--- src/rtl/pe_dot_accum_4xpack_pkg.sv ---
// Shared types, lane-group geometry and latency helpers for the PE dot-product accumulator.
package pe_dot_accum_4xpack_pkg;

    // Datapath configuration shared by the multiplier and accumulator stages.
    typedef struct packed {
        int unsigned DOT_SIZE;
        int unsigned MULT_OUTPUT_WIDTH;
        int unsigned ACCUM_WIDTH;
    } pe_cfg_t;

    localparam int unsigned NUM_PACKED_FEATURES = 2;
    localparam int unsigned NUM_PACKED_FILTERS  = 2;

    localparam pe_cfg_t PE_CFG_DEFAULT = '{
        DOT_SIZE:          32'd4,
        MULT_OUTPUT_WIDTH: 32'd7,
        ACCUM_WIDTH:       32'd24
    };

    // Number of pairwise-add levels needed to reduce n leaves (0 for a single leaf).
    function automatic int unsigned tree_depth(input int unsigned n);
        return (n <= 32'd1) ? 32'd0 : 32'($clog2(n));
    endfunction

    // Registers from product input to accumulated result: conversion + tree + accumulator.
    function automatic int unsigned dot_latency(input pe_cfg_t c);
        return tree_depth(c.DOT_SIZE) + 32'd2;
    endfunction

    localparam int unsigned DOT_LATENCY_ACCUM = dot_latency(PE_CFG_DEFAULT);

endpackage

--- src/rtl/pe_dot_accum_4xpack_if.sv ---
// Product-beat input and framed-result output bundle of the dot accumulator.
interface pe_dot_accum_4xpack_if
    import pe_dot_accum_4xpack_pkg::*;
#(
    parameter pe_cfg_t cfg = PE_CFG_DEFAULT
);
    localparam int unsigned D  = cfg.DOT_SIZE;
    localparam int unsigned M  = cfg.MULT_OUTPUT_WIDTH;
    localparam int unsigned AW = cfg.ACCUM_WIDTH;

    logic i_valid;
    logic i_first;
    logic i_last;
    logic [NUM_PACKED_FEATURES-1:0][NUM_PACKED_FILTERS-1:0][D-1:0][M-1:0] i_mult_output;

    logic o_valid;
    logic [NUM_PACKED_FEATURES-1:0][NUM_PACKED_FILTERS-1:0][AW-1:0] o_result;

    modport master (
        output i_valid, i_first, i_last, i_mult_output,
        input  o_valid, o_result
    );

    modport slave (
        input  i_valid, i_first, i_last, i_mult_output,
        output o_valid, o_result
    );

endinterface

--- src/rtl/pe_dot_accum_4xpack_adder_tree.sv ---
// One lane: sign-magnitude to two's-complement conversion followed by a registered
// pairwise adder tree, with valid/first/last carried alongside the data.
module pe_dot_accum_4xpack_adder_tree
    import pe_dot_accum_4xpack_pkg::*;
#(
    parameter  int unsigned N         = 4,
    parameter  int unsigned IN_WIDTH  = 7,
    localparam int unsigned T         = tree_depth(N),
    localparam int unsigned OUT_WIDTH = IN_WIDTH + T
) (
    input  logic                               clock,
    input  logic                               reset,
    input  logic                               valid_i,
    input  logic                               first_i,
    input  logic                               last_i,
    input  logic [N-1:0][IN_WIDTH-1:0]         lane_i,
    output logic [OUT_WIDTH-1:0]               sum_o,
    output logic                               valid_o,
    output logic                               first_o,
    output logic                               last_o
);
    // Leaves padded to a power of two; nodes kept heap-ordered (root at 0).
    localparam int unsigned P = 32'd1 << T;

    logic [OUT_WIDTH-1:0] leaf_c [P];
    logic [OUT_WIDTH-1:0] node_q [2*P-1];
    logic [2:0]           side_q [T+1];

    // Negative zero maps to 0 because -0 == 0 in two's complement.
    function automatic logic [OUT_WIDTH-1:0] sm_to_tc(input logic [IN_WIDTH-1:0] x);
        logic [OUT_WIDTH-1:0] mag;
        mag = OUT_WIDTH'(x[IN_WIDTH-2:0]);
        return x[IN_WIDTH-1] ? ((~mag) + OUT_WIDTH'(1)) : mag;
    endfunction

    for (genvar i = 0; i < P; i++) begin : g_leaf
        if (i < N) begin : g_prod
            assign leaf_c[i] = sm_to_tc(lane_i[i]);
        end else begin : g_pad
            assign leaf_c[i] = '0;
        end
    end

    // Leaves register the converted products; every internal node adds its children.
    always_ff @(posedge clock or posedge reset) begin
        if (reset) begin
            for (int unsigned n = 0; n < 2*P-1; n++) node_q[n] <= '0;
        end else begin
            for (int unsigned n = 0; n + 1 < P; n++) begin
                node_q[n] <= node_q[2*n+1] + node_q[2*n+2];
            end
            for (int unsigned i = 0; i < P; i++) begin
                node_q[P-1+i] <= leaf_c[i];
            end
        end
    end

    // Sideband delay line matching the conversion stage plus T tree levels.
    always_ff @(posedge clock or posedge reset) begin
        if (reset) begin
            for (int unsigned s = 0; s <= T; s++) side_q[s] <= '0;
        end else begin
            side_q[0] <= {valid_i, first_i, last_i};
            for (int unsigned s = 1; s <= T; s++) side_q[s] <= side_q[s-1];
        end
    end

    assign sum_o   = node_q[0];
    assign valid_o = side_q[T][2];
    assign first_o = side_q[T][1];
    assign last_o  = side_q[T][0];

endmodule

--- src/rtl/pe_dot_accum_4xpack.sv ---
// Converts packed-multiplier products to two's complement, reduces each lane with an
// adder tree and accumulates dot beats into one framed result per feature/filter pair.
module pe_dot_accum_4xpack
    import pe_dot_accum_4xpack_pkg::*;
#(
    parameter pe_cfg_t cfg = PE_CFG_DEFAULT
) (
    input  logic                   clock,
    input  logic                   reset,
    pe_dot_accum_4xpack_if.slave   bus
);
    localparam int unsigned NF = NUM_PACKED_FEATURES;
    localparam int unsigned NK = NUM_PACKED_FILTERS;
    localparam int unsigned D  = cfg.DOT_SIZE;
    localparam int unsigned M  = cfg.MULT_OUTPUT_WIDTH;
    localparam int unsigned T  = tree_depth(D);
    localparam int unsigned W  = M + T;
    localparam int unsigned AW = cfg.ACCUM_WIDTH;

    if (D < 1) begin : g_chk_dot
        $error("DOT_SIZE must be at least 1");
    end
    if (AW < W) begin : g_chk_acc
        $error("ACCUM_WIDTH must cover MULT_OUTPUT_WIDTH plus tree growth");
    end

    logic [NF-1:0][NK-1:0][W-1:0]  lane_sum_c;
    logic [NF*NK-1:0]              lane_valid_c;
    logic [NF*NK-1:0]              lane_first_c;
    logic [NF*NK-1:0]              lane_last_c;
    logic                          beat_valid_c;
    logic                          beat_first_c;
    logic                          beat_last_c;

    logic [NF-1:0][NK-1:0][AW-1:0] acc_q;
    logic [NF-1:0][NK-1:0][AW-1:0] acc_d;
    logic [NF-1:0][NK-1:0][AW-1:0] result_q;
    logic                          valid_q;

    for (genvar f = 0; f < NF; f++) begin : g_feat
        for (genvar k = 0; k < NK; k++) begin : g_filt
            pe_dot_accum_4xpack_adder_tree #(
                .N        (D),
                .IN_WIDTH (M)
            ) u_tree (
                .clock    (clock),
                .reset    (reset),
                .valid_i  (bus.i_valid),
                .first_i  (bus.i_first),
                .last_i   (bus.i_last),
                .lane_i   (bus.i_mult_output[f][k]),
                .sum_o    (lane_sum_c[f][k]),
                .valid_o  (lane_valid_c[f*NK+k]),
                .first_o  (lane_first_c[f*NK+k]),
                .last_o   (lane_last_c[f*NK+k])
            );
        end
    end

    // Every lane carries an identical sideband copy; reducing them lets synthesis merge the flops.
    assign beat_valid_c = &lane_valid_c;
    assign beat_first_c = &lane_first_c;
    assign beat_last_c  = &lane_last_c;

    // Next accumulator value: restart on first, otherwise wrap-around add.
    always_comb begin
        acc_d = acc_q;
        for (int unsigned f = 0; f < NF; f++) begin
            for (int unsigned k = 0; k < NK; k++) begin
                if (beat_first_c) begin
                    acc_d[f][k] = AW'($signed(lane_sum_c[f][k]));
                end else begin
                    acc_d[f][k] = acc_q[f][k] + AW'($signed(lane_sum_c[f][k]));
                end
            end
        end
    end

    // Accumulator update and result capture on the closing beat of a group.
    always_ff @(posedge clock or posedge reset) begin
        if (reset) begin
            acc_q    <= '0;
            result_q <= '0;
            valid_q  <= 1'b0;
        end else begin
            valid_q <= beat_valid_c & beat_last_c;
            if (beat_valid_c) begin
                acc_q <= acc_d;
            end
            if (beat_valid_c && beat_last_c) begin
                result_q <= acc_d;
            end
        end
    end

    assign bus.o_valid  = valid_q;
    assign bus.o_result = result_q;

endmodule

--- src/flat_wrapper.sv ---
// flat-port wrapper written by rule: the top's interface ports become plain ports
module pe_dot_accum_4xpack_flat import pe_dot_accum_4xpack_pkg::*;
#(
    parameter pe_cfg_t cfg = PE_CFG_DEFAULT
)
  (clock, reset, bus_i_valid, bus_i_first, bus_i_last, bus_i_mult_output, bus_o_valid, bus_o_result);
  pe_dot_accum_4xpack_if #(.cfg(cfg)) bus_i ();
  input  logic clock;
  input  logic reset;
  input wire logic [$bits(bus_i.i_valid)-1:0] bus_i_valid;
  input wire logic [$bits(bus_i.i_first)-1:0] bus_i_first;
  input wire logic [$bits(bus_i.i_last)-1:0] bus_i_last;
  input wire logic [$bits(bus_i.i_mult_output)-1:0] bus_i_mult_output;
  output wire logic [$bits(bus_i.o_valid)-1:0] bus_o_valid;
  output wire logic [$bits(bus_i.o_result)-1:0] bus_o_result;
  assign bus_i.i_valid = bus_i_valid;
  assign bus_i.i_first = bus_i_first;
  assign bus_i.i_last = bus_i_last;
  assign bus_i.i_mult_output = bus_i_mult_output;
  assign bus_o_valid = bus_i.o_valid;
  assign bus_o_result = bus_i.o_result;
  pe_dot_accum_4xpack #(.cfg(cfg)) u_core (.clock(clock), .reset(reset), .bus(bus_i));
endmodule
--- config.mk ---
export PLATFORM = sky130hd
export DESIGN_NAME = pe_dot_accum_4xpack_flat
export DESIGN_NICKNAME = d
export VERILOG_FILES = /design/src/rtl/pe_dot_accum_4xpack_pkg.sv /design/src/rtl/pe_dot_accum_4xpack_if.sv /design/src/rtl/pe_dot_accum_4xpack_adder_tree.sv /design/src/rtl/pe_dot_accum_4xpack.sv /design/src/flat_wrapper.sv
export SDC_FILE = /design/constraint.sdc
export NUM_CORES = 1
export LEC_CHECK = 0
export CAP_MARGIN = 20
export CORE_MARGIN = 3
export CORE_UTILIZATION = 45
export CTS_BUF_LIST = sky130_fd_sc_hd__clkbuf_8
export DETAILED_ROUTE_END_ITERATION = 8
export PLACE_DENSITY = 0.67
export SLEW_MARGIN = 10
export SYNTH_ARGS = -nofsm -noshare
export SYNTH_HDL_FRONTEND = slang
export SYNTH_HIERARCHICAL = 1
export SYNTH_SLANG_ARGS = --single-unit
--- constraint.sdc ---
create_clock -name clock -period 6.6 [get_ports clock]
set_input_delay 1.32 -clock clock [delete_from_list [all_inputs] [get_ports clock]]
set_output_delay 1.32 -clock clock [all_outputs]
set_load 0.05 [all_outputs]
==> metrics, run 1 <==
length of the first detailed-routing pass in iterations 5; final cell count without fillers 3616; worst-skew pair later-pin latency 0.67 ns; number of placed instances with taps included 3466; Buffers on Ports 213; CTS tree built; number of flip-flops and latches in the synthesized netlist 481; total grt overflow 0; worst flop-to-flop path startpoint u_core/g_feat[0].g_filt[1].u_tree/sum_o[8]$_DFF_PP0_; number of flops mapped to enable cells by yosys 0; mean instance size in the synthesized netlist 10.0 um2; routed len/inst 16.2 um; share of async-settable or async-resettable flops after synthesis 1.00; endpoint of the most critical register-to-register path u_core/bus.o_result[47]$_DFFE_PP0P_; final core occ 0.537; power density normalized to cell area about 500 mW/mm2; commonest cells after routing, fill and taps aside 481 x dfrtp_1, 305 x nand2_1, 273 x o21ai_0; detailed-route DRC error count 0; CTS buffer count 83; main flop type after synthesis dfrtp_1; net count after synthesis just under 3000; leakage power summed over all cells 13.8 nW; Post-DRT Antenna Nets 0; terminating pin of the worst hold path u_core/g_feat[1].g_filt[0].u_tree/valid_o$_DFF_PP0_; maximum fanout along the worst path 25; number of antenna violations at the first check in global routing 4; NumNets Final 3132; Met1 Wirelength 26.4 mm; number of instances on the worst hold path 0; largest net degree at the start of global routing 102; setup repair after global routing missed its margin no; Period Utilization, post-route 0.511; data arrival time of the worst path 3.90 ns; WS Path Type flip-flop to flip-flop; starting density of the core 0.459; IO Pins 214; Post-Route WL 58.6 mm; crit path launch type flip-flop; H-tree levels 3; half-perimeter wire length after placement 42.6 mm; Post-Synthesis Cells 2603; Detail Route met2 WL ~28 mm; number of buffers added to fix hold violations after cts 0; number of DRC markers in iteration 0 around 970; library cell used as clock root buffer clkbuf_8; min cycle time layout approximately 3.4 ns; data required time of the critical path 7.13 ns; post_cts resized 0; number of warnings issued by yosys 6; synthesized area 0.0261 mm2; number of max-slew violations in the final report 0; routed wire length on met3 3.16 mm; global-route wire length before repair just under 100 mm; Slew @ Worst Pin 1.01 ns; portion of synthesized cell area occupied by the leading cell type 0.461; worst max-slew margin expressed relative to the limit 0.324; worst setup slack for register-to-register paths 3.23 ns; Die Span Y between 200 and 250 um; clock-pin slew reported for the worst setup and hold paths after clock tree synthesis 0.06 ns; count of maximum capacitance violations 0; last weighted congestion value of the routability-driven placer 0.892; post-synthesis sequential area ratio 0.461; number of vias per cell after detailed routing 5.36; worst-case vdd ir drop about 270 uV; Global Route Usage Sum 0.195; number of distinct library cells after synthesis 76; maximum buffer depth of the clock tree 3; Worst R2R Path Depth 9; area added between synthesis and finish 16.9%; via total after detailed routing 19400; largest area contributor in the synthesized netlist dfrtp_1; kind of path behind the tightest hold check flip-flop to flip-flop; most common cell after layout, fill and taps aside dfrtp_1; Max Clock Freq ~300 MHz; core region area 0.0569 mm2; sink count of the clock tree 481; final-report setup violation count 0; post-CTS setup buffer count 0; run status finished, final reports clean; Area contributors post-synth dfrtp_1 46%, ha_1 9.8%, o21ai_0 5.2%; final hold violation count 0; proportion of layout cells with a drive suffix above 1 0.0675; total die area between 0.06 and 0.07 mm2; total negative setup slack 0 ns; number of global-route vias before repair 19800; highest layer used for signal routing met5; launch instance of the worst min-delay path u_core/g_feat[1].g_filt[0].u_tree/side_q[5]$_DFF_PP0_; sort of element at the end of the critical path flip-flop; Chip Width 247 um; Worst Skew between 0.03 and 0.04 ns; standard-cell rows 87
[state kept, by name (all words and copies together) (netlist names)]
name                                 flops
u_core/g_feat.g_filt.u_tree/node_q     216
u_core/acc_q                            96
u_core/bus.o_result                     96
u_core/g_feat.g_filt.u_tree/sum_o       36
u_core/g_feat.g_filt.u_tree/side_q      24
u_core/g_feat.g_filt.u_tree/first_o      4
u_core/g_feat.g_filt.u_tree/last_o       4
u_core/g_feat.g_filt.u_tree/valid_o      4
u_core/bus.o_valid                       1
[routing by layer]
metal  global-route usage  vias up
li1                     -     9657
met2                0.326      415
met5                    0        -
met3               0.0361       80
met1                0.256     9229
met4               0.0613        4
[worst max-delay path by stage]
stage                     slack [ns]                                   to                                            startpoint
final                           3.23  u_core/bus.o_result[47]$_DFFE_PP0P_  u_core/g_feat[0].g_filt[1].u_tree/sum_o[8]$_DFF_PP0_
after global routing            3.04         u_core/acc_q[23]$_DFFE_PP0P_  u_core/g_feat[0].g_filt[0].u_tree/sum_o[8]$_DFF_PP0_
after CTS                       3.20                     bus_o_result[49]                   u_core/bus.o_result[49]$_DFFE_PP0P_
after detailed placement        3.26  u_core/bus.o_result[47]$_DFFE_PP0P_  u_core/g_feat[0].g_filt[1].u_tree/sum_o[8]$_DFF_PP0_
after global placement          3.31  u_core/bus.o_result[47]$_DFFE_PP0P_  u_core/g_feat[0].g_filt[1].u_tree/sum_o[8]$_DFF_PP0_
after floorplan                 0.02          u_core/acc_q[0]$_DFFE_PP0P_                                                 reset
[power by group]
part	switching, mW	internal [mW]
sequential	0.592	3.76
combinational	4.61	3.18
clock	1.21	1.70
total	6.41	8.64
[logic make-up (layout without fill, tap and decap cells)]
| kind of cell | count (synthesis) | count (layout) | share of synthesized area |
|---|---|---|---|
| AOI/OAI and AO/OA | 784 | 784 | 0.189 |
| xor gates and xnor gates | 201 | 201 | 0.0674 |
| adders and majority gates | 220 | 220 | 0.110 |
| buffers and inverters | 202 | 457 | 0.0344 |
| DFF | 481 | 481 | 0.461 |
| muxes | 53 | 53 | 0.0209 |
| other | 0 | 2 | 0 |
| and+or+nand+nor | 662 | 662 | 0.118 |
[cells in the mapped netlist, types with 18 or more instances]
library cell,instances
nand2_1,305
buf_4,37
nor2_1,117
o21ai_0,273
a211oi_1,21
o41a_1,31
mux2i_1,40
o21a_1,24
clkbuf_1,78
dfrtp_1,481
nor2b_1,18
xnor2_1,136
a21o_1,48
o21bai_1,22
or3_1,20
nor3_1,36
inv_1,82
nand3_1,47
o31ai_1,39
a31oi_1,30
ha_1,204
a21oi_1,196
nand2b_1,43
xor2_1,65
[through the flow]
| step | cell area (um2) | power [mW] | hold slack [ns] | setup slack (ns) |
|---|---|---|---|---|
| detailed placement | 28700 | 12.1 | 0.335 | 3.26 |
| finish | 30500 | 15.0 | 0.343 | 3.23 |
| CTS | 30500 | 15.2 | 0.344 | 3.20 |
| floorplan | 26100 | 10.3 | 0.331 | 0.0245 |
| global route | 30500 | 16.3 | 0.352 | 3.04 |
| global placement | 28700 | 11.9 | 0.332 | 3.31 |
[worst max-delay path: stages, from the launching register on]
cell and delay, ns:
dfrtp_1 0.94, ha_1 0.42, a21o_1 0.20, a21o_1 0.17, a21o_1 0.21, a221oi_2 0.32
nand2_2 0.13, a311oi_4 0.31, mux2_1 0.35, a22o_1 0.19
[layout make-up]
type	count	area, um2
Inverter	83	319
Fill cell	4959	26400
Multi-Input combinational cell	1920	13200
Clock inverter	47	432
Antenna cell	2	5.00
Tap cell	756	946
Sequential cell	481	12000
Clock buffer	101	1390
Timing Repair Buffer	226	2230
(Power assumes the default switching activity.)
==> inputs of run 2 (changes only) <==
==> constraint.sdc (replaced) <==
create_clock -name clock -period 2.77 [get_ports clock]
set_input_delay 0.554 -clock clock [delete_from_list [all_inputs] [get_ports clock]]
set_output_delay 0.554 -clock clock [all_outputs]
set_load 0.05 [all_outputs]
==> run 2 against run 1 <==
Against the previous run: cell count is 1.6% higher; first-iteration DRC count decreased by 13%; total power grew 150%; register-to-register slack worse by 3.2 ns; worst hold slack worse by 0.0039 ns; clock skew decreased by 0.017 ns; sequential power is 130% higher; critical path depth unchanged; core utilization increased by 1.3 points; sequential share of layout area down 0.95 points; global-route usage up 0.18 points; non-clock buffer count is 62 higher.
==> metrics, run 2 (synthesis gave the netlist of run 1 again) <==
run status finished, final reports clean; Chip Width 247 um; worst-case vdd ir drop between 500 and 600 uV; launch instance of the worst min-delay path u_core/g_feat[0].g_filt[1].u_tree/side_q[6]$_DFF_PP0_; Post-Route WL 59.2 mm; CTS buffer count 82; total grt overflow 0; number of max-slew violations in the final report 0; power density normalized to cell area 1190 mW/mm2; commonest cells after routing, fill and taps aside 479 x dfrtp_1, 305 x nand2_1, 265 x o21ai_0; NumNets Final 3193; worst flop-to-flop path startpoint u_core/g_feat[0].g_filt[1].u_tree/sum_o[8]$_DFF_PP0_; H-tree levels 3; Fill cells 4900; routed len/inst 16.1 um; data arrival time of the worst path 3.26 ns; IO Pins 214; area added between synthesis and finish 19.9%; via total after detailed routing slightly below 20000; final core occ 0.550; number of instances on the worst hold path 0; library cell used as clock root buffer clkbuf_8; endpoint of the most critical register-to-register path u_core/bus.o_result[47]$_DFFE_PP0P_; total area of multi-input combinational cells 0.0134 mm2; min cycle time layout roughly 2.7 ns; length of the first detailed-routing pass in iterations 5; data required time of the critical path 3.30 ns; leakage power summed over all cells roughly 14 nW; proportion of layout cells with a drive suffix above 1 0.100; worst setup slack for register-to-register paths 0.04 ns; number of DRC markers in iteration 0 ~840; register name with the most flops u_core/g_feat.g_filt.u_tree/node_q; number of antenna violations at the first check in global routing 4; worst-skew pair later-pin latency between 0.6 and 0.7 ns; clock-pin slew reported for the worst setup and hold paths after clock tree synthesis 0.06 ns; placed inst area around 0.03 mm2; final-report setup violation count 0; Worst Skew 0.0223 ns; Buffers on Ports 213; starting density of the core 0.459; CTS tree built; Worst R2R Path Depth 9; sort of element at the end of the critical path flip-flop; final hold violation count 0; count of maximum capacitance violations 0; max FFs per register 216; sink count of the clock tree 481; crit path launch type flip-flop; terminating pin of the worst hold path u_core/g_feat[0].g_filt[1].u_tree/side_q[3]$_DFF_PP0_; final hold slack about 0.34 ns; Seq. cell area 0.0120 mm2; Post-DRT Antenna Nets 0; maximum fanout along the worst path 14; Global Route Usage Sum 0.196; most common cell after layout, fill and taps aside dfrtp_1; maximum buffer depth of the clock tree 3; number of vias per cell after detailed routing 5.37; WS Path Type flip-flop to flip-flop; Die Span Y 247 um; kind of path behind the tightest hold check flip-flop to flip-flop; Period Utilization, post-route 0.986; half-perimeter wire length after placement approximately 43 mm; number of placed instances with taps included 3517; core region area roughly 0.057 mm2; largest net degree at the start of global routing 161; detailed-route DRC error count 0; global-route wire length before repair roughly 98 mm; Slew @ Worst Pin 0.834 ns; final standard cell area without fillers 0.0313 mm2; final cell count without fillers 3675; number of global-route vias before repair 19800; last weighted congestion value of the routability-driven placer 0.905; standard-cell rows 87; total die area 0.0610 mm2; Max Clock Freq around 370 MHz; setup repair after global routing missed its margin yes; worst max-slew margin expressed relative to the limit 0.444
run 2: changes by cell type in the layout (fill, tap and decap cells not counted), moves of 4 or more:
cell	change
clkbuf_8	+5
o21ai_0	-8
buf_12	+13
clkinv_2	-4
ha_1	-7
buf_4	+48
o21ai_1	+6
bufinv_16	-4
ha_2	+6
a21oi_2	+12
a21oi_1	-13
run 2: metrics by stage:
| step | power [mW] | setup WS [ns] | setup TNS [ns] |
|---|---|---|---|
| after floorplan | 24.6 | -0.274 | -52.96 |
| after global placement | 29.3 | 0.0242 | 0 |
| after detailed placement | 29.8 | -0.0441 | -0.0441 |
| after CTS | 36.8 | 0.0107 | 0 |
| after global routing | 40.3 | -0.0587 | -0.155 |
| final | 37.2 | 0.0383 | 0 |
run 2: worst max path at each step:
stage                                                         startpoint                             endpoint  cells past startpoint
floorplan                                                          reset          u_core/acc_q[0]$_DFFE_PP0P_                      1
global placement    u_core/g_feat[1].g_filt[1].u_tree/sum_o[8]$_DFF_PP0_  u_core/bus.o_result[90]$_DFFE_PP0P_                      9
detailed placement  u_core/g_feat[1].g_filt[1].u_tree/sum_o[8]$_DFF_PP0_  u_core/bus.o_result[90]$_DFFE_PP0P_                      9
CTS                 u_core/g_feat[0].g_filt[1].u_tree/sum_o[0]$_DFF_PP0_  u_core/bus.o_result[42]$_DFFE_PP0P_                     12
global route        u_core/g_feat[0].g_filt[1].u_tree/sum_o[8]$_DFF_PP0_  u_core/bus.o_result[47]$_DFFE_PP0P_                      9
finish              u_core/g_feat[0].g_filt[1].u_tree/sum_o[8]$_DFF_PP0_  u_core/bus.o_result[47]$_DFFE_PP0P_                      9
run 2: report_power, final:
group	leakage (nW)	switching, mW	internal [mW]
sequential	5.85	1.20	8.97
clock	0.980	2.84	3.81
combinational	7.26	11.8	8.57
run 2: layout make-up:
| class | count | area share |
|---|---|---|
| repair buffers | 288 | 0.0912 |
| diodes | 1 | 0.0000799 |
| clock inverters | 40 | 0.00951 |
| clock buffers | 106 | 0.0466 |
| multi-input cells | 1920 | 0.428 |
| well taps | 756 | 0.0302 |
| flip-flops and latches | 481 | 0.385 |
| inverters | 83 | 0.0101 |
run 2: layer usage:
layer / wire, um / GRT usage / up-vias
li1: - / - / 9773
met3: 3300 / 0.0386 / 111
met5: 54 / 0 / -
met1: 26700 / 0.259 / 9363
met2: 27600 / 0.322 / 478
met4: 1510 / 0.0699 / 6
run 2: worst max-delay path, cell delays in order (launching register included):
cell,delay (ns)
dfrtp_2,0.44
buf_12,0.16
ha_1,0.32
a21o_2,0.23
a21o_2,0.21
a221oi_2,0.27
nand2_2,0.14
a311oi_4,0.29
mux2_1,0.35
a22o_1,0.20
run 2: what timing repair did:
| item | 4_1_cts | 5_1_grt |
|---|---|---|
| resized for setup | 4 | 54 |
| pin swaps | 1 | 27 |
| hold buffers | 0 | 0 |
| setup buffers | 1 | 10 |
| gates cloned | 0 | 0 |
| setup endpoints to repair | 2 | 66 |
| endpoints found under the hold margin | 0 | 0 |
==> inputs of run 3 (changes only) <==
--- a/config.mk
+++ b/config.mk
@@ -9,6 +9,7 @@
 export CORE_MARGIN = 3
 export CORE_UTILIZATION = 45
 export CTS_BUF_LIST = sky130_fd_sc_hd__clkbuf_8
+export CTS_CLUSTER_SIZE = 8
 export DETAILED_ROUTE_END_ITERATION = 8
 export PLACE_DENSITY = 0.67
 export SLEW_MARGIN = 10
==> run 3 against run 2 <==
Against the previous run: sequential power about the same; non-clock buffer count unchanged; largest power group unchanged; critical path depth unchanged; critical endpoint unchanged; flip-flop and latch count unchanged.
==> metrics, run 3 (synthesis gave the netlist of run 1 again) <==
last weighted congestion value of the routability-driven placer 0.905; largest net degree at the start of global routing 161; category of cells accounting for the largest share of critical-path delay compound AO/OA/AOI/OAI gates; detailed-route DRC error count 0; crit path launch type flip-flop; delay of the slowest cell on the worst path 0.44 ns; Max Clock Freq approximately 370 MHz; area added between synthesis and finish 19.5%; proportion of layout cells with a drive suffix above 1 0.0968; cell at the slowest stage of the critical path dfrtp_2; run status finished, final reports clean; Worst Skew 0.0187 ns; CP Buf/Inv Count 1; worst-case vdd ir drop 559 uV; post-route setup slack 0.0435 ns; leakage power summed over all cells 14.1 nW; Buffers on Ports 213; worst max-slew margin expressed relative to the limit 0.444; final core occ 0.548; library cell used as clock root buffer clkbuf_8; via total after detailed routing 19700; number of buffers added to fix hold violations after cts 0; number of placed instances with taps included 3517; commonest cells after routing, fill and taps aside 479 x dfrtp_1, 305 x nand2_1, 265 x o21ai_0; worst setup slack before clock tree synthesis -0.0441 ns; starting density of the core 0.459; NumNets Final 3193; Chip Width 247 um; cell mode on critical path a21o_2; min cycle time layout 2.73 ns; power density normalized to cell area between 1000 and 1500 mW/mm2; number of vias per cell after detailed routing 5.38; Post-DRT Antenna Nets 0; number of max-slew violations in the final report 0; total grt overflow 0; length of the first detailed-routing pass in iterations 5; worst-skew pair later-pin latency about 0.65 ns; count of maximum capacitance violations 0; number of global-route vias before repair 19800; register name with the most flops u_core/g_feat.g_filt.u_tree/node_q; half-perimeter wire length after placement 43.0 mm; number of DRC markers in iteration 0 ~810; WS Path Type flip-flop to flip-flop; data required time of the critical path about 3.3 ns; total die area 0.0610 mm2; CTS tree built; global-route wire length before repair 97.8 mm; core region area 0.0569 mm2; Slew @ Worst Pin 0.835 ns; Global Route Usage Sum 0.196; final cell count without fillers 3671; cell-by-cell trace of the critical path buf_12 -> ha_1 -> a21o_2 -> a21o_2 -> a221oi_2 -> nand2_2 -> a311oi_4 -> mux2_1 -> a22o_1; CTS buffer count 82; most common cell after layout, fill and taps aside dfrtp_1; final hold violation count 0; setup repair after global routing missed its margin yes; clock-pin slew reported for the worst setup and hold paths after clock tree synthesis 0.05 ns; IO Pins roughly 210; Period Utilization, post-route 0.984; Die Span Y 247 um; H-tree levels 3; maximum fanout along the worst path 14; standard-cell rows 87; Post-Route WL 59.0 mm; sink count of the clock tree 481; sort of element at the end of the critical path flip-flop; maximum buffer depth of the clock tree 3; final-report setup violation count 0; max FFs per register 216; routed len/inst 16.1 um; kind of path behind the tightest hold check flip-flop to flip-flop; data arrival time of the worst path roughly 3.3 ns; number of antenna violations at the first check in global routing 4
[run 3: changes by cell type in the layout (fill, tap and decap cells not counted)]
cell and change:
clkbuf_8 -7, clkinv_2 -3, inv_1 +7, clkinvlp_4 -1
[run 3: path summary, 6_finish.rpt]
kind / from / endpoint / slack [ns] / depth (start not counted)
max: u_core/g_feat[0].g_filt[1].u_tree/sum_o[8]$_DFF_PP0_ / u_core/bus.o_result[47]$_DFFE_PP0P_ / 0.04 / 9
min: u_core/g_feat[0].g_filt[0].u_tree/side_q[5]$_DFF_PP0_ / u_core/g_feat[0].g_filt[0].u_tree/valid_o$_DFF_PP0_ / 0.34 / 0
max reg2reg: u_core/g_feat[0].g_filt[1].u_tree/sum_o[8]$_DFF_PP0_ / u_core/bus.o_result[47]$_DFFE_PP0P_ / 0.04 / 9
min reg2reg: u_core/g_feat[0].g_filt[0].u_tree/side_q[5]$_DFF_PP0_ / u_core/g_feat[0].g_filt[0].u_tree/valid_o$_DFF_PP0_ / 0.34 / 0
max in group asynchronous: reset / u_core/acc_q[39]$_DFFE_PP0P_ / 1.60 / 3
min in group asynchronous: reset / u_core/g_feat[0].g_filt[0].u_tree/last_o$_DFF_PP0_ / 0.35 / 2
[run 3: cell type report]
class                   count  area [um2]
clock buffers              99        1360
diodes                      1        2.50
clock inverters            43         302
inverters                  83         315
multi-input cells        1920       13400
well taps                 756         946
flip-flops and latches    481       12000
repair buffers            288        2860
fillers                  4908       25700
[run 3: metal layers]
| metal | vias up | global-route usage | part of all wire |
|---|---|---|---|
| li1 | 9759 | - | - |
| met1 | 9406 | 0.259 | 0.45 |
| met2 | 464 | 0.321 | 0.47 |
| met3 | 103 | 0.0390 | 0.055 |
| met4 | 6 | 0.0691 | 0.025 |
| met5 | - | 0 | 0.00092 |
[run 3: through the flow]
| stage | total power, mW | setup TNS, ns | hold WS, ns | area [um2] |
|---|---|---|---|---|
| after global routing | 40.1 | -0.155 | 0.334 | 31200 |
| after CTS | 36.6 | 0 | 0.281 | 30900 |
| final | 37.0 | 0 | 0.344 | 31200 |
| after detailed placement | 29.8 | -0.0441 | 0.335 | 29300 |
| after floorplan | 24.6 | -52.96 | 0.331 | 26100 |
| after global placement | 29.3 | 0 | 0.331 | 29300 |
[run 3: repair_timing]
| action | 4_1_cts | 5_1_grt |
|---|---|---|
| endpoints found under the setup margin | 2 | 66 |
| pin swaps | 1 | 27 |
| buffers inserted | 1 | 10 |
| resized for setup | 4 | 54 |
[run 3: report_power, final]
| part | switching [mW] | internal [mW] | leakage (nW) |
|---|---|---|---|
| Clock | 2.80 | 3.60 | 0.955 |
| Sequential | 1.20 | 8.97 | 5.85 |
| Combinational | 11.8 | 8.57 | 7.26 |
==> edit 1, RTL diff (config.mk and constraints of run 2) <==
The package constant `NUM_PACKED_FEATURES` goes from 2 to 1.
--- a/src/rtl/pe_dot_accum_4xpack_pkg.sv
+++ b/src/rtl/pe_dot_accum_4xpack_pkg.sv
@@ -9,5 +9,5 @@
     } pe_cfg_t;
 
-    localparam int unsigned NUM_PACKED_FEATURES = 2;
+    localparam int unsigned NUM_PACKED_FEATURES = 1;
     localparam int unsigned NUM_PACKED_FILTERS  = 2;
 
Ports: changed (resized bus_i_mult_output and bus_o_result); port bits go from 214 to 110. The function was not compared with the original's and may differ.
==> edit 1 against run 2 <==
  * Synthesized area down 50%
  * Power down 45%
  * First-iteration DRC count down 35%
  * Sequential cell count down 240
  * Worst setup slack better by 0.019 ns
  * Cell area down 48%
  * Highest routed layer unchanged
  * Critical path depth up 4
  * Global-route usage down 1.7 points
  * Combinational power down 42%
  * Clock power down 49%
  * Largest cell class unchanged
  * Wire length down 53%
  * Via count down 50%
==> edit 1: results (changes against run 2) <==
- Run status: finished, final reports clean
- Number of flip-flops under the largest register name: 108 (-50%)
- Number of cells in the design after placement: 1,781 (-49%)
- Count of cell types in the netlist: 66 (-13%)
- Maximum number of pins on one net before global-route repair: 73 (-55%)
- Length of routed met2 wiring: 13,600 um (-51%)
- Worst-case setup slack after placement: -0.197 ns (-0.153 ns)
- Fraction of layout instances using a drive strength above 1: 14.9% (+4.8 points)
- Leakage power: 7.25 nW (-49%)
- Critical-path cell with the highest stage delay: sky130_fd_sc_hd__dfrtp_1
- Routed metal-1 wirelength: 12,200 um (-54%)
- Worst Skew: 0.0245 ns (+0.00222 ns)
- Peak fanout along the critical path: 3 (-11)
- Antenna diode count: 0 (-1)
- Number of antenna violations at the first check in global routing: 1 (-3)
- Post-Synthesis Cells: 1,294 (-50%)
- Iteration-0 DRC count of the detailed router: 544 (-35%)
- Highest ir drop seen on vdd: 0.509 mV (-9.1%)
- # nets final: 1,632 (-49%)
- Synth top cells by count: 241 x sky130_fd_sc_hd__dfrtp_1, 159 x sky130_fd_sc_hd__nand2_1, 127 x sky130_fd_sc_hd__o21ai_0
- Buffers inserted during post-CTS setup optimization: 4 (+3)
- Detail Placement HPWL: 20,500 um (-52%)
- Number of H-tree levels: 2 (-1)
- Worst stage delay on the critical path: 0.39 ns (-0.05 ns)
- Crit path arrival time: 3.12 ns (-0.14 ns)
==> edit 1: cell count changes in the layout (fill, tap and decap cells not counted), sizes merged, moves of 24 or more <==
cell                  run 2  this run
ha                      204       102
xnor2                   136        68
nor2                    117        48
o21ai                   290       137
nand2b                   43        19
dfrtp                   481       241
nand3                    47        17
nand2                   306       159
xor2                     65        29
inv                     103        56
a21oi                   196        96
clkbuf                  107        54
clkdlybuf4s50           213       109
==> edit 1: report_power, final <==
| part | internal [mW] | total, mW | switching (mW) |
|---|---|---|---|
| sequential | 4.63 | 5.29 | 0.656 |
| clock | 1.95 | 3.38 | 1.43 |
| combinational | 5.23 | 11.8 | 6.59 |
==> edit 1: logic make-up after synthesis <==
logic type | synth area share [%]
xor gates and xnor gates | 6.49
buffers and inverters | 3.56
muxes | 1.54
AOI/OAI and AO/OA | 20.0
and+or+nand+nor | 11.3
adders and majority gates | 11.0
DFF | 46.1
==> edit 1: path summary, 6_finish.rpt <==
| kind | end | slack, ns | cells past startpoint |
|---|---|---|---|
| max | u_core/acc_q[44] | 0.06 | 13 |
| min | u_core/g_feat[0].g_filt[1].u_tree/first_o | 0.34 | 0 |
| max reg2reg | u_core/acc_q[44] | 0.06 | 13 |
| min reg2reg | u_core/g_feat[0].g_filt[1].u_tree/first_o | 0.34 | 0 |
| max in group asynchronous | u_core/g_feat[0].g_filt[0].u_tree/node_q[28] | 1.65 | 3 |
| min in group asynchronous | u_core/g_feat[0].g_filt[0].u_tree/first_o | 0.57 | 2 |
==> edit 1: layout make-up <==
class | instances | area (um2)
clock buffer | 54 | 743
clock inverter | 20 | 164
fill | 2445 | 12000
inverter | 48 | 184
multi-input combinational | 947 | 6900
sequential | 241 | 6030
tap | 378 | 473
timing repair buffer | 181 | 1700
==> edit 2, RTL diff (settings of run 2) <==
Without the edit above. Make the reset (`reset`) synchronous in 3 clocked blocks.
--- a/src/rtl/pe_dot_accum_4xpack_adder_tree.sv
+++ b/src/rtl/pe_dot_accum_4xpack_adder_tree.sv
@@ -43,5 +43,5 @@
 
     // Leaves register the converted products; every internal node adds its children.
-    always_ff @(posedge clock or posedge reset) begin
+    always_ff @(posedge clock) begin
         if (reset) begin
             for (int unsigned n = 0; n < 2*P-1; n++) node_q[n] <= '0;
@@ -57,5 +57,5 @@
 
     // Sideband delay line matching the conversion stage plus T tree levels.
-    always_ff @(posedge clock or posedge reset) begin
+    always_ff @(posedge clock) begin
         if (reset) begin
             for (int unsigned s = 0; s <= T; s++) side_q[s] <= '0;
--- a/src/rtl/pe_dot_accum_4xpack.sv
+++ b/src/rtl/pe_dot_accum_4xpack.sv
@@ -78,5 +78,5 @@
 
     // Accumulator update and result capture on the closing beat of a group.
-    always_ff @(posedge clock or posedge reset) begin
+    always_ff @(posedge clock) begin
         if (reset) begin
             acc_q    <= '0;
Function: no difference found for any inputs over 4 cycles, from zero or initial values and one cycle with reset high; that may be too few to reach the edited logic, so the function may still have changed.
==> edit 2 against run 2 <==
  * Final cell count increased by 12%
  * Critical endpoint is now u_core/acc_q[71]
  * Hold slack gained 0.064 ns
  * Critical path type unchanged
  * Clock skew grew 0.011 ns
  * Critical path depth grew 3
  * Synthesized area down 1.5%
  * Cell area increased by 1.8%
  * Sequential share of layout area down 8.2 points
  * Sequential cell count stayed put
  * Worst setup slack got worse by 0.023 ns
  * Die area fell by 1.4%
  * Wire length up 12%
Power is not compared: it rests on default switching activity, and its combinational part moved more than twofold at a synthesized area within 25%.
==> edit 2: results (changes against run 2) <==
- # nets final: 3,620 (+13%)
- Peak fanout along the critical path: 6 (-8)
- Number of cells in the design after placement: 3,940 (+12%)
- Fraction of synthesized cell area in xor and xnor cells: 5.17% (-1.6 points)
- Synth top cells by count: 481 x sky130_fd_sc_hd__dfxtp_1, 432 x sky130_fd_sc_hd__nor2_1, 204 x sky130_fd_sc_hd__ha_1
- Tightest hold margin: 0.403 ns (+0.0640 ns)
- Worst-case setup slack after placement: -0.0832 ns (-0.0392 ns)
- Count of cell types in the netlist: 85 (+12%)
- Critical-path cell with the highest stage delay: sky130_fd_sc_hd__dfxtp_4
- Vias: 22,700 (+15%)
- Run status: finished, final reports clean
- Fraction of registers with async set or reset after synthesis: 0% (-100 points)
- Number of inserted filler cells in the final layout: 5,067 (+3.4%)
- Maximum number of pins on one net before global-route repair: 107 (-34%)
- Critical R2R Launch: u_core/g_feat[1].g_filt[0].u_tree/node_q[0][8]
- Crit path arrival time: 3.28 ns (+0.02 ns)
- Detail Placement HPWL: 48,100 um (+12%)
- Number of flip-flops under the largest register name: 252 (+17%)
- Wire length per cell: 16.2 um (+0.42%)
- Clock buffers created by TritonCTS: 84 (+2.4%)
- Number of antenna violations at the first check in global routing: 2 (-2)
- Cell types occupying the most area after synthesis: sky130_fd_sc_hd__dfxtp_1 37%, sky130_fd_sc_hd__ha_1 9.9%, sky130_fd_sc_hd__nor2_1 6.3%
- Final core utilization: 56.4% (+1.4 points)
- Worst Max-Slew Pin Slew: 0.991 ns (+0.157 ns)
- Max Buffers Root-to-Sink: 3 (unchanged)
- Worst Skew: 0.0333 ns (+0.0111 ns)
- Tmin final: 2.76 ns (+0.0234 ns)
- Placed Area: 29,300 um2 (+0.24%)
- GPL Wtd Cong: 0.898 (-0.72%)
- Worst stage delay on the critical path: 0.38 ns (-0.06 ns)
- Fraction of layout instances using a drive strength above 1: 12.9% (+2.8 points)
- Multiplexer share of the synthesized area: 1.94% (-0.15 points)
- Compound-cell area share of the yosys netlist: 21.4% (+2.6 points)
- Number of global-route vias before repair: 22,100 (+12%)
- Total global routing track utilization: 21.3% (+1.6 points)
- Mapped Avg Cell Area: 8.65 um2 (-14%)
- Post-Syn Nets: 3,313 (+13%)
- Seq/Total Area, Yosys: 37.4% (-8.7 points)
- Type of the tightest min-delay check: in2reg
- Adder and majority gate portion of the synthesized area: 11.2% (+0.17 points)
- Iteration-0 DRC count of the detailed router: 1,126 (+34%)
## edit 2: cell types whose count changed after synthesis, moves of 60 or more
cell and delta:
sky130_fd_sc_hd__dfxtp_1 +481, sky130_fd_sc_hd__o21ai_0 -99, sky130_fd_sc_hd__nor2_1 +315, sky130_fd_sc_hd__dfrtp_1 -481, sky130_fd_sc_hd__a211oi_1 +112, sky130_fd_sc_hd__xnor2_1 -60, sky130_fd_sc_hd__nor3_1 +78, sky130_fd_sc_hd__nand2_1 -199
sky130_fd_sc_hd__nor2b_1 +79
## edit 2: worst max-delay path, delay by kind of cell (launching register included)
family                     cells  cell delay [ns]
buffers and inverters          2             0.31
AOI/OAI and AO/OA              5             0.97
muxes                          1             0.34
adders and majority gates      1             0.32
DFF                            1             0.38
and+or+nand+nor                3             0.30
## edit 2: worst paths after layout
kind / to / cells after the start
worst max-delay path: u_core/acc_q[71] / 12
worst min-delay path: u_core/g_feat[1].g_filt[0].u_tree/node_q[6][1] / 2
worst max register to register: u_core/acc_q[71] / 12
worst min register to register: u_core/g_feat[0].g_filt[0].u_tree/side_q[0][6] / 1
## edit 2: final cells by class
cell class / count / area share [%]
multi-input cells: 2269 / 49.8
flip-flops and latches: 481 / 30.3
repair buffers: 350 / 10.2
clock buffers: 113 / 4.88
well taps: 756 / 2.97
inverters: 97 / 1.14
clock inverters: 41 / 0.754
diodes: 1 / 0.00785
## edit 2: through the flow
step | setup TNS [ns] | total power, mW
after floorplan | 0 | 9.79
after global placement | -0.0383 | 10.7
after detailed placement | -0.940 | 10.8
after CTS | -0.103 | 17.7
after global routing | -1.19 | 18.5
final | 0 | 17.5
## edit 2: what timing repair did
item                       CTS  global route
resized for setup           26           114
pin swaps                   10            54
setup buffers                1            12
gates cloned                 0             0
setup endpoints to repair   25            72
## edit 2: logic make-up (layout without fill, tap and decap cells)
logic type	Yosys count	in the layout
xor+xnor	152	152
compound gates	835	835
buf+inv	226	601
flops	481	481
simple gates	1015	1015
mux	47	47
fa+ha+maj	220	220
other cells	0	1
## edit 2: power groups by stage
stage | Sequential [mW] | Combinational (mW) | Clock (mW)
2_1_floorplan | 7.63 | 2.15 | 0
3_3_place_gp | 7.69 | 3.02 | 0
3_5_place_dp | 7.70 | 3.11 | 0
4_1_cts | 7.55 | 3.15 | 6.97
5_1_grt | 7.60 | 3.62 | 7.30
6_report | 7.56 | 3.25 | 6.74
## edit 2: layer usage
| metal | share of wire (%) | GRT usage (%) | vias to the layer above |
|---|---|---|---|
| li1 | - | - | 11400 |
| met1 | 47 | 28.1 | 10700 |
| met2 | 46 | 35.2 | 552 |
| met3 | 5.2 | 3.93 | 102 |
| met4 | 2.0 | 6.72 | 0 |
| met5 | 0 | 0 | - |
